File: src/rtl/riscv_pkg.sv
// riscv_pkg: opcodes, ALU/immediate encodings, FSM states and shared datapath helpers
// for the multicycle RV32I-subset core.
package riscv_pkg;
   localparam logic [6:0] OP_LW = 7'b0000011, OP_SW = 7'b0100011, OP_RTYPE = 7'b0110011,
                          OP_ITYPE = 7'b0010011, OP_BRANCH = 7'b1100011, OP_JAL = 7'b1101111;
   localparam logic [2:0] ALU_ADD = 3'b000, ALU_SUB = 3'b001, ALU_AND = 3'b010,
                          ALU_OR = 3'b011, ALU_SLT = 3'b101;
   typedef enum logic [1:0] {IMM_I, IMM_S, IMM_B, IMM_J} immsrc_t;
   typedef enum logic [3:0] {FETCH, DECODE, MEMADR, MEMREAD, MEMWB, MEMWRITE,
                             EXECR, EXECI, ALUWB, BRANCH, JAL, TRAP} state_t;
   function automatic logic [31:0] immext(input logic [31:0] i, input immsrc_t src);
      return src == IMM_I ? {{20{i[31]}}, i[31:20]} :
             src == IMM_S ? {{20{i[31]}}, i[31:25], i[11:7]} :
             src == IMM_B ? {{20{i[31]}}, i[7], i[30:25], i[11:8], 1'b0} :
                            {{12{i[31]}}, i[19:12], i[20], i[30:21], 1'b0};
   endfunction
   function automatic logic [31:0] alu(input logic [31:0] a, input logic [31:0] b, input logic [2:0] ctl);
      return ctl == ALU_SUB ? a - b :
             ctl == ALU_AND ? a & b :
             ctl == ALU_OR  ? a | b :
             ctl == ALU_SLT ? {31'b0, $signed(a) < $signed(b)} : a + b;
   endfunction
endpackage

File: src/rtl/riscv_mc_ctrl.sv
// riscv_mc_ctrl: instruction sequencing FSM and decode of op/funct3/funct7b5
// into register enables and datapath mux selects.
module riscv_mc_ctrl
   import riscv_pkg::*;
(
   input  logic       clk,
   input  logic       reset,
   input  logic [6:0] op,
   input  logic [2:0] funct3,
   input  logic       funct7b5,
   input  logic       zero,
   input  logic       mem_ready,
   output logic       mem_req,
   output logic       mem_we,
   output logic       adr_sel,
   output logic       instr_en,
   output logic       ab_en,
   output logic       aluout_en,
   output logic       aluout_pc,
   output logic       data_en,
   output logic       pc_en,
   output logic [1:0] pc_src,
   output logic       reg_we,
   output logic       wd_data,
   output logic       a_old,
   output logic       b_imm,
   output immsrc_t    immsrc,
   output logic [2:0] alu_ctl,
   output logic       retire,
   output logic       halted
);
   state_t state, next, dec_next;
   logic [2:0] alu_dec;
   assign alu_dec = funct3 == 3'b111 ? ALU_AND : funct3 == 3'b110 ? ALU_OR :
                    funct3 == 3'b010 ? ALU_SLT : ALU_ADD;
   assign dec_next = (op == OP_LW || op == OP_SW) ? MEMADR :
                     op == OP_RTYPE ? EXECR :
                     op == OP_ITYPE ? EXECI :
                     (op == OP_BRANCH && funct3[2:1] == 2'b00) ? BRANCH :
                     op == OP_JAL ? JAL : TRAP;
   assign halted = state == TRAP;
   always_ff @(posedge clk) state <= reset ? FETCH : next;
   always_comb begin
      next = state;
      {mem_req, mem_we, adr_sel, instr_en, ab_en, aluout_en, aluout_pc, data_en} = '0;
      {pc_en, reg_we, wd_data, a_old, b_imm, retire} = '0;
      pc_src = 2'd0;
      immsrc = IMM_I;
      alu_ctl = ALU_ADD;
      case (state)
         FETCH: begin
            mem_req = 1'b1;
            instr_en = mem_ready;
            pc_en = mem_ready;
            next = mem_ready ? DECODE : FETCH;
         end
         DECODE: begin
            {ab_en, aluout_en, a_old, b_imm} = '1;
            immsrc = IMM_B;
            next = dec_next;
         end
         MEMADR: begin
            {aluout_en, b_imm} = '1;
            immsrc = op == OP_SW ? IMM_S : IMM_I;
            next = op == OP_SW ? MEMWRITE : MEMREAD;
         end
         MEMREAD: begin
            {mem_req, adr_sel} = '1;
            data_en = mem_ready;
            next = mem_ready ? MEMWB : MEMREAD;
         end
         MEMWB: begin
            {reg_we, wd_data, retire} = '1;
            next = FETCH;
         end
         MEMWRITE: begin
            {mem_req, mem_we, adr_sel} = '1;
            retire = mem_ready;
            next = mem_ready ? FETCH : MEMWRITE;
         end
         EXECR: begin
            aluout_en = 1'b1;
            alu_ctl = (funct3 == 3'b000 && funct7b5) ? ALU_SUB : alu_dec;
            next = ALUWB;
         end
         EXECI: begin
            {aluout_en, b_imm} = '1;
            alu_ctl = alu_dec;
            next = ALUWB;
         end
         ALUWB: begin
            {reg_we, retire} = '1;
            next = FETCH;
         end
         BRANCH: begin
            alu_ctl = ALU_SUB;
            pc_en = zero ^ funct3[0];
            pc_src = 2'd1;
            retire = 1'b1;
            next = FETCH;
         end
         JAL: begin
            {a_old, b_imm, pc_en, aluout_en, aluout_pc} = '1;
            immsrc = IMM_J;
            pc_src = 2'd2;
            next = ALUWB;
         end
         TRAP: next = TRAP;
         default: next = FETCH;
      endcase
      // a reset cycle must not commit anything from the aborted instruction
      if (reset) {mem_req, mem_we, retire, reg_we, pc_en, instr_en, data_en} = '0;
   end
endmodule

File: src/rtl/riscv_multicycle.sv
// riscv_multicycle: multicycle RV32I-subset core sharing one memory port
// between instruction fetch and data access.
module riscv_multicycle
   import riscv_pkg::*;
#(
   parameter logic [31:0] RESET_PC = 32'h0000_0000
) (
   input  logic        clk,
   input  logic        reset,
   output logic        mem_req,
   output logic        mem_we,
   output logic [31:0] mem_adr,
   output logic [31:0] mem_wdata,
   input  logic [31:0] mem_rdata,
   input  logic        mem_ready,
   output logic [31:0] pc,
   output logic        retire,
   output logic        halted
);
   logic [31:0] oldpc, instr, data, a, b, aluout, rd1, rd2, srca, srcb, aluresult, imm, pc_next;
   logic [31:0] rf [32];
   logic adr_sel, instr_en, ab_en, aluout_en, aluout_pc, data_en, pc_en, reg_we, wd_data, a_old, b_imm;
   logic [1:0] pc_src;
   logic [2:0] alu_ctl;
   immsrc_t immsrc;
   riscv_mc_ctrl u_ctrl (
      .clk(clk), .reset(reset), .op(instr[6:0]), .funct3(instr[14:12]), .funct7b5(instr[30]),
      .zero(aluresult == 32'h0), .mem_ready(mem_ready), .mem_req(mem_req), .mem_we(mem_we),
      .adr_sel(adr_sel), .instr_en(instr_en), .ab_en(ab_en), .aluout_en(aluout_en),
      .aluout_pc(aluout_pc), .data_en(data_en), .pc_en(pc_en), .pc_src(pc_src), .reg_we(reg_we),
      .wd_data(wd_data), .a_old(a_old), .b_imm(b_imm), .immsrc(immsrc), .alu_ctl(alu_ctl),
      .retire(retire), .halted(halted)
   );
   assign imm = immext(instr, immsrc);
   assign rd1 = instr[19:15] == 5'd0 ? 32'h0 : rf[instr[19:15]];
   assign rd2 = instr[24:20] == 5'd0 ? 32'h0 : rf[instr[24:20]];
   assign srca = a_old ? oldpc : a;
   assign srcb = b_imm ? imm : b;
   assign aluresult = alu(srca, srcb, alu_ctl);
   assign pc_next = pc_src == 2'd2 ? aluresult : pc_src == 2'd1 ? aluout : pc + 32'd4;
   assign mem_adr = adr_sel ? aluout : pc;
   assign mem_wdata = b;
   always_ff @(posedge clk) begin
      if (reset) pc <= RESET_PC;
      else if (pc_en) pc <= pc_next;
      if (instr_en) begin
         instr <= mem_rdata;
         oldpc <= pc;
      end
      if (ab_en) begin
         a <= rd1;
         b <= rd2;
      end
      // in JAL the already-incremented pc is the link value oldpc+4
      if (aluout_en) aluout <= aluout_pc ? pc : aluresult;
      if (data_en) data <= mem_rdata;
      if (reg_we && instr[11:7] != 5'd0) rf[instr[11:7]] <= wd_data ? data : aluout;
   end
endmodule

File: config.mk
export PLATFORM = sky130hd
export DESIGN_NAME = riscv_multicycle
export DESIGN_NICKNAME = d
export VERILOG_FILES = /design/src/rtl/riscv_pkg.sv /design/src/rtl/riscv_mc_ctrl.sv /design/src/rtl/riscv_multicycle.sv
export SDC_FILE = /design/constraint.sdc
export NUM_CORES = 2
export LEC_CHECK = 0
export BUFFER_PORTS_ARGS = -buffer_cell sky130_fd_sc_hd__buf_2
export CORE_AREA = 2 2 423 383
export CTS_CLUSTER_DIAMETER = 120
export CTS_CLUSTER_SIZE = 40
export DETAILED_ROUTE_END_ITERATION = 8
export DIE_AREA = 0 0 425 385
export PLACE_DENSITY = 0.55
export SETUP_SLACK_MARGIN = 0.3
export SYNTH_ARGS = -nofsm -noshare
export SYNTH_HDL_FRONTEND = slang
export SYNTH_SLANG_ARGS = --single-unit
File: constraint.sdc
create_clock -name clk -period 10.1 [get_ports clk]
set_input_delay 0.505 -clock clk [delete_from_list [all_inputs] [get_ports clk]]
set_output_delay 0.505 -clock clk [all_outputs]
set_load 0.02 [all_outputs]
==> qor.yml <==
viasPerCell: 6.35
grt_use_total_pct: 24.7
reg2reg_slack_ps: 2200
drv_slew: 0
synthArstFlopShare_pct: 0
dpl.hpwl_mm: 129
synthSimpleGateAreaFrac_pct: 5.07
power_density_nw_per_um2: 281
ctsResizeCount: 0
mappedNetlistArea_um2: 63500
ir_worst_vdd_v: 0.000145
cts_tree: "yes"
hold_viol_final: 0
slew_headroom_pct: 14.8
crit_type: "flip-flop to flip-flop"
rows: 139
cp_max_fo: 30
wl_per_cell_um: 34.2
critPathLaunchType: "flip-flop"
r2r_cells: 20
grt_setup_unrepaired: "no"
nets: 3968
top_layer_used: "met5"
post_synth.cell_area_avg_um2: 16.8
grt_pass1_vias: 36704
synth_compound_area_share_pct: 5.22
ys.flop_type: "edfxtp_1"
ys_seq_elements: 1252
period_needed_ps: 7900
critPathCaptureType: "flip-flop"
num_vias: 37843
antenna_found_initial: 23
rr_startpoint: "u_ctrl.state[1]"
synthMuxAreaShare_pct: 25.9
drt_iter0_markers: 4870
layout_commonest_cell: "edfxtp_1"
crit_path_start: "u_ctrl.state[1]"
synth_area_leaders: "edfxtp_1 (58%), mux4_2 (23%), ha_1 (2.0%)"
grt_max_degree: 118
wl_met2_mm: 97.0
cts-root-buf: "clkbuf_16"
routabilityCongestion: 0.931
wl_met3_mm: 14.8
yosysTopAreaCell: "edfxtp_1"
ys_seq_area_share_pct: 58.7
post-cts-setup-buffers: 0
fin_area_um2: 68400
fmax_mhz: 127
synth_edf_count: 1216
cts-buffers-inserted: 42
holdCritPathClass: "input port to flip-flop"
cp.required_ps: 10710
clk_latency_ps: 720
clock_skew_ps: 81.2
firstDrtPassIters: 5
cap_violations: 0
setup_violations: 0
worstMarginPinSlew_ps: 1270
antenna_left: 0
synthToLayoutAreaGrowth_pct: 7.74
path_cells: "nand2b_1, or3_1, inv_4, a31oi_1, o21ai_0, a221oi_1, ha_1, nor2_1, o311ai_1, a31oi_1, nor3_1, a31o_1, a211oi_1, nand4_1, nor4b_2, nand4_1, nor4_4, mux2i_1, nand2_2, a221oi_2"
p_leak_nw: 22.1
post-route-period-util_pct: 78.2
yosysTopAreaCellShare_pct: 57.5
drive_gt1_share_pct: 28.9
synth_top_family_by_area: "multiplexers"
cts_buffer_depth: 3
grt_pass1_wl_mm: 285
drc: 0
synthCells: 3779
yosys.area_share.xor_xnor_pct: 0.635
cp_slowest_cell: "dfxtp_1"
cts_max_level: 2
die_area_um2: 164000
clkSinkCount: 1252
dp_cells: 5884
yosysUniqueCellTypes: 100
final_core_util_pct: 43.0
tns_ps: 0
final_cell_mix: "edfxtp_1 (1,216), mux4_2 (640), nor2_1 (246)"
port_buffers: 134
status: "complete, no violations"
crit_end: "pc[29]"
ios: 135
wl_met1_mm: 85.7
grt_overflow: 0
routed_wirelength_mm: 204
layoutNonFillerInstCount: 5961
die_y_um: 385
postPlaceCellArea_um2: 66900
core_um2: 159000
r2r-end: "pc[29]"
fill_cells: 14040
initial_core_util_pct: 39.9
clk_pin_slew_worst_paths_ps: 140
critPathArrivalTime_ps: 8510
yosys_warnings: 0
die_w_um: 425
critical_path.max_stage_delay_ps: 800
synthAdderAreaFrac_pct: 2.09
## routing by layer
metal,track usage (%),vias up
li1,-,15520
met1,35.2,20474
met2,39.7,1619
met3,3.32,228
met4,7.01,2
met5,0,-
## report_power, final
part / total [mW] / switching, mW / internal, mW / leakage (nW)
Clock: 2.50 / 1.66 / 0.838 / 0.652
Sequential: 7.50 / 0.581 / 6.92 / 11.3
Combinational: 9.20 / 6.01 / 3.19 / 10.2
Total: 19.2 / 8.24 / 10.9 / 22.1
## cell families (layout without fill, tap and decap cells)
logic type,Yosys count,count (layout)
flip-flops,1252,1252
multiplexers,832,832
AND/OR/NAND/NOR,672,672
AO/OA/AOI/OAI,489,489
buffers and inverters,382,417
adder cells (fa/ha/maj),105,105
XOR/XNOR,46,46
other,1,33
## repair_timing
action / CTS / global route
endpoints found under the setup margin: 0 / 0
endpoints found under the hold margin: 30 / 0
hold buffers: 15 / 0
## flip-flops by register name (all words and copies together), names as in the netlist
name	cells
aluout	32
a	32
mem_wdata	32
u_ctrl.state	4
pc	32
rf	1024
instr	32
oldpc	32
data	32
## how the worst min path moves through the flow
stage / start / end / slack [ps] / cells after the start
detailed placement: pc[31] / oldpc[31] / 550 / 0
floorplan: pc[25] / oldpc[25] / 560 / 0
CTS: mem_rdata[27] / instr[27] / 3 / 1
global route: mem_rdata[27] / data[27] / 20 / 1
finish: mem_rdata[23] / data[23] / 40 / 1
global placement: pc[31] / oldpc[31] / 550 / 0
## layout make-up
cell class	count	area, um2	share of cell area, %
Tap cell	2115	2650	3.87
Timing Repair Buffer	240	1570	2.29
Clock inverter	16	268	0.392
Inverter	116	438	0.640
Sequential cell	1252	37200	54.5
Clock buffer	45	1080	1.58
Antenna cell	1	2.50	0.00366
Multi-Input combinational cell	2176	25100	36.8
## per-stage QoR
| step | worst slack (ps) | power [mW] | hold slack, ps |
|---|---|---|---|
| final | 2200 | 19.2 | 39.3 |
| after global routing | 1550 | 20.2 | 16.8 |
| after CTS | 2050 | 19.2 | 3.20 |
| after detailed placement | 2140 | 16.7 | 546 |
| after global placement | 2210 | 16.7 | 546 |
| after floorplan | 2880 | 13.5 | 559 |
## synth_stat cells, types with 14 or more instances
library cell / instances
edfxtp_1: 1216
mux4_2: 640
nor2_1: 280
clkbuf_1: 175
a21oi_1: 156
nand2_1: 131
mux2i_1: 112
inv_1: 111
ha_1: 103
mux2_2: 79
o21ai_0: 79
buf_1: 64
nor3_1: 60
dfxtp_1: 36
nand3_1: 34
a211oi_1: 29
a21o_1: 29
xnor2_1: 29
nand4_1: 23
nand2b_1: 21
or3_1: 21
a211oi_2: 20
o22ai_1: 19
buf_2: 18
nor2b_1: 18
o211ai_1: 17
o31ai_1: 17
xor2_1: 17
a31oi_1: 14
and3_1: 14
## critical path: cells and delay by family (launching register included)
family                   cells  cell delay (ps)
adder cells (fa/ha/maj)      1              400
AO/OA/AOI/OAI                8             3150
flip-flops                   1              800
multiplexers                 1              370
AND/OR/NAND/NOR              9             2880
buffers and inverters        1              180
Power figures use the tool's default switching activity.
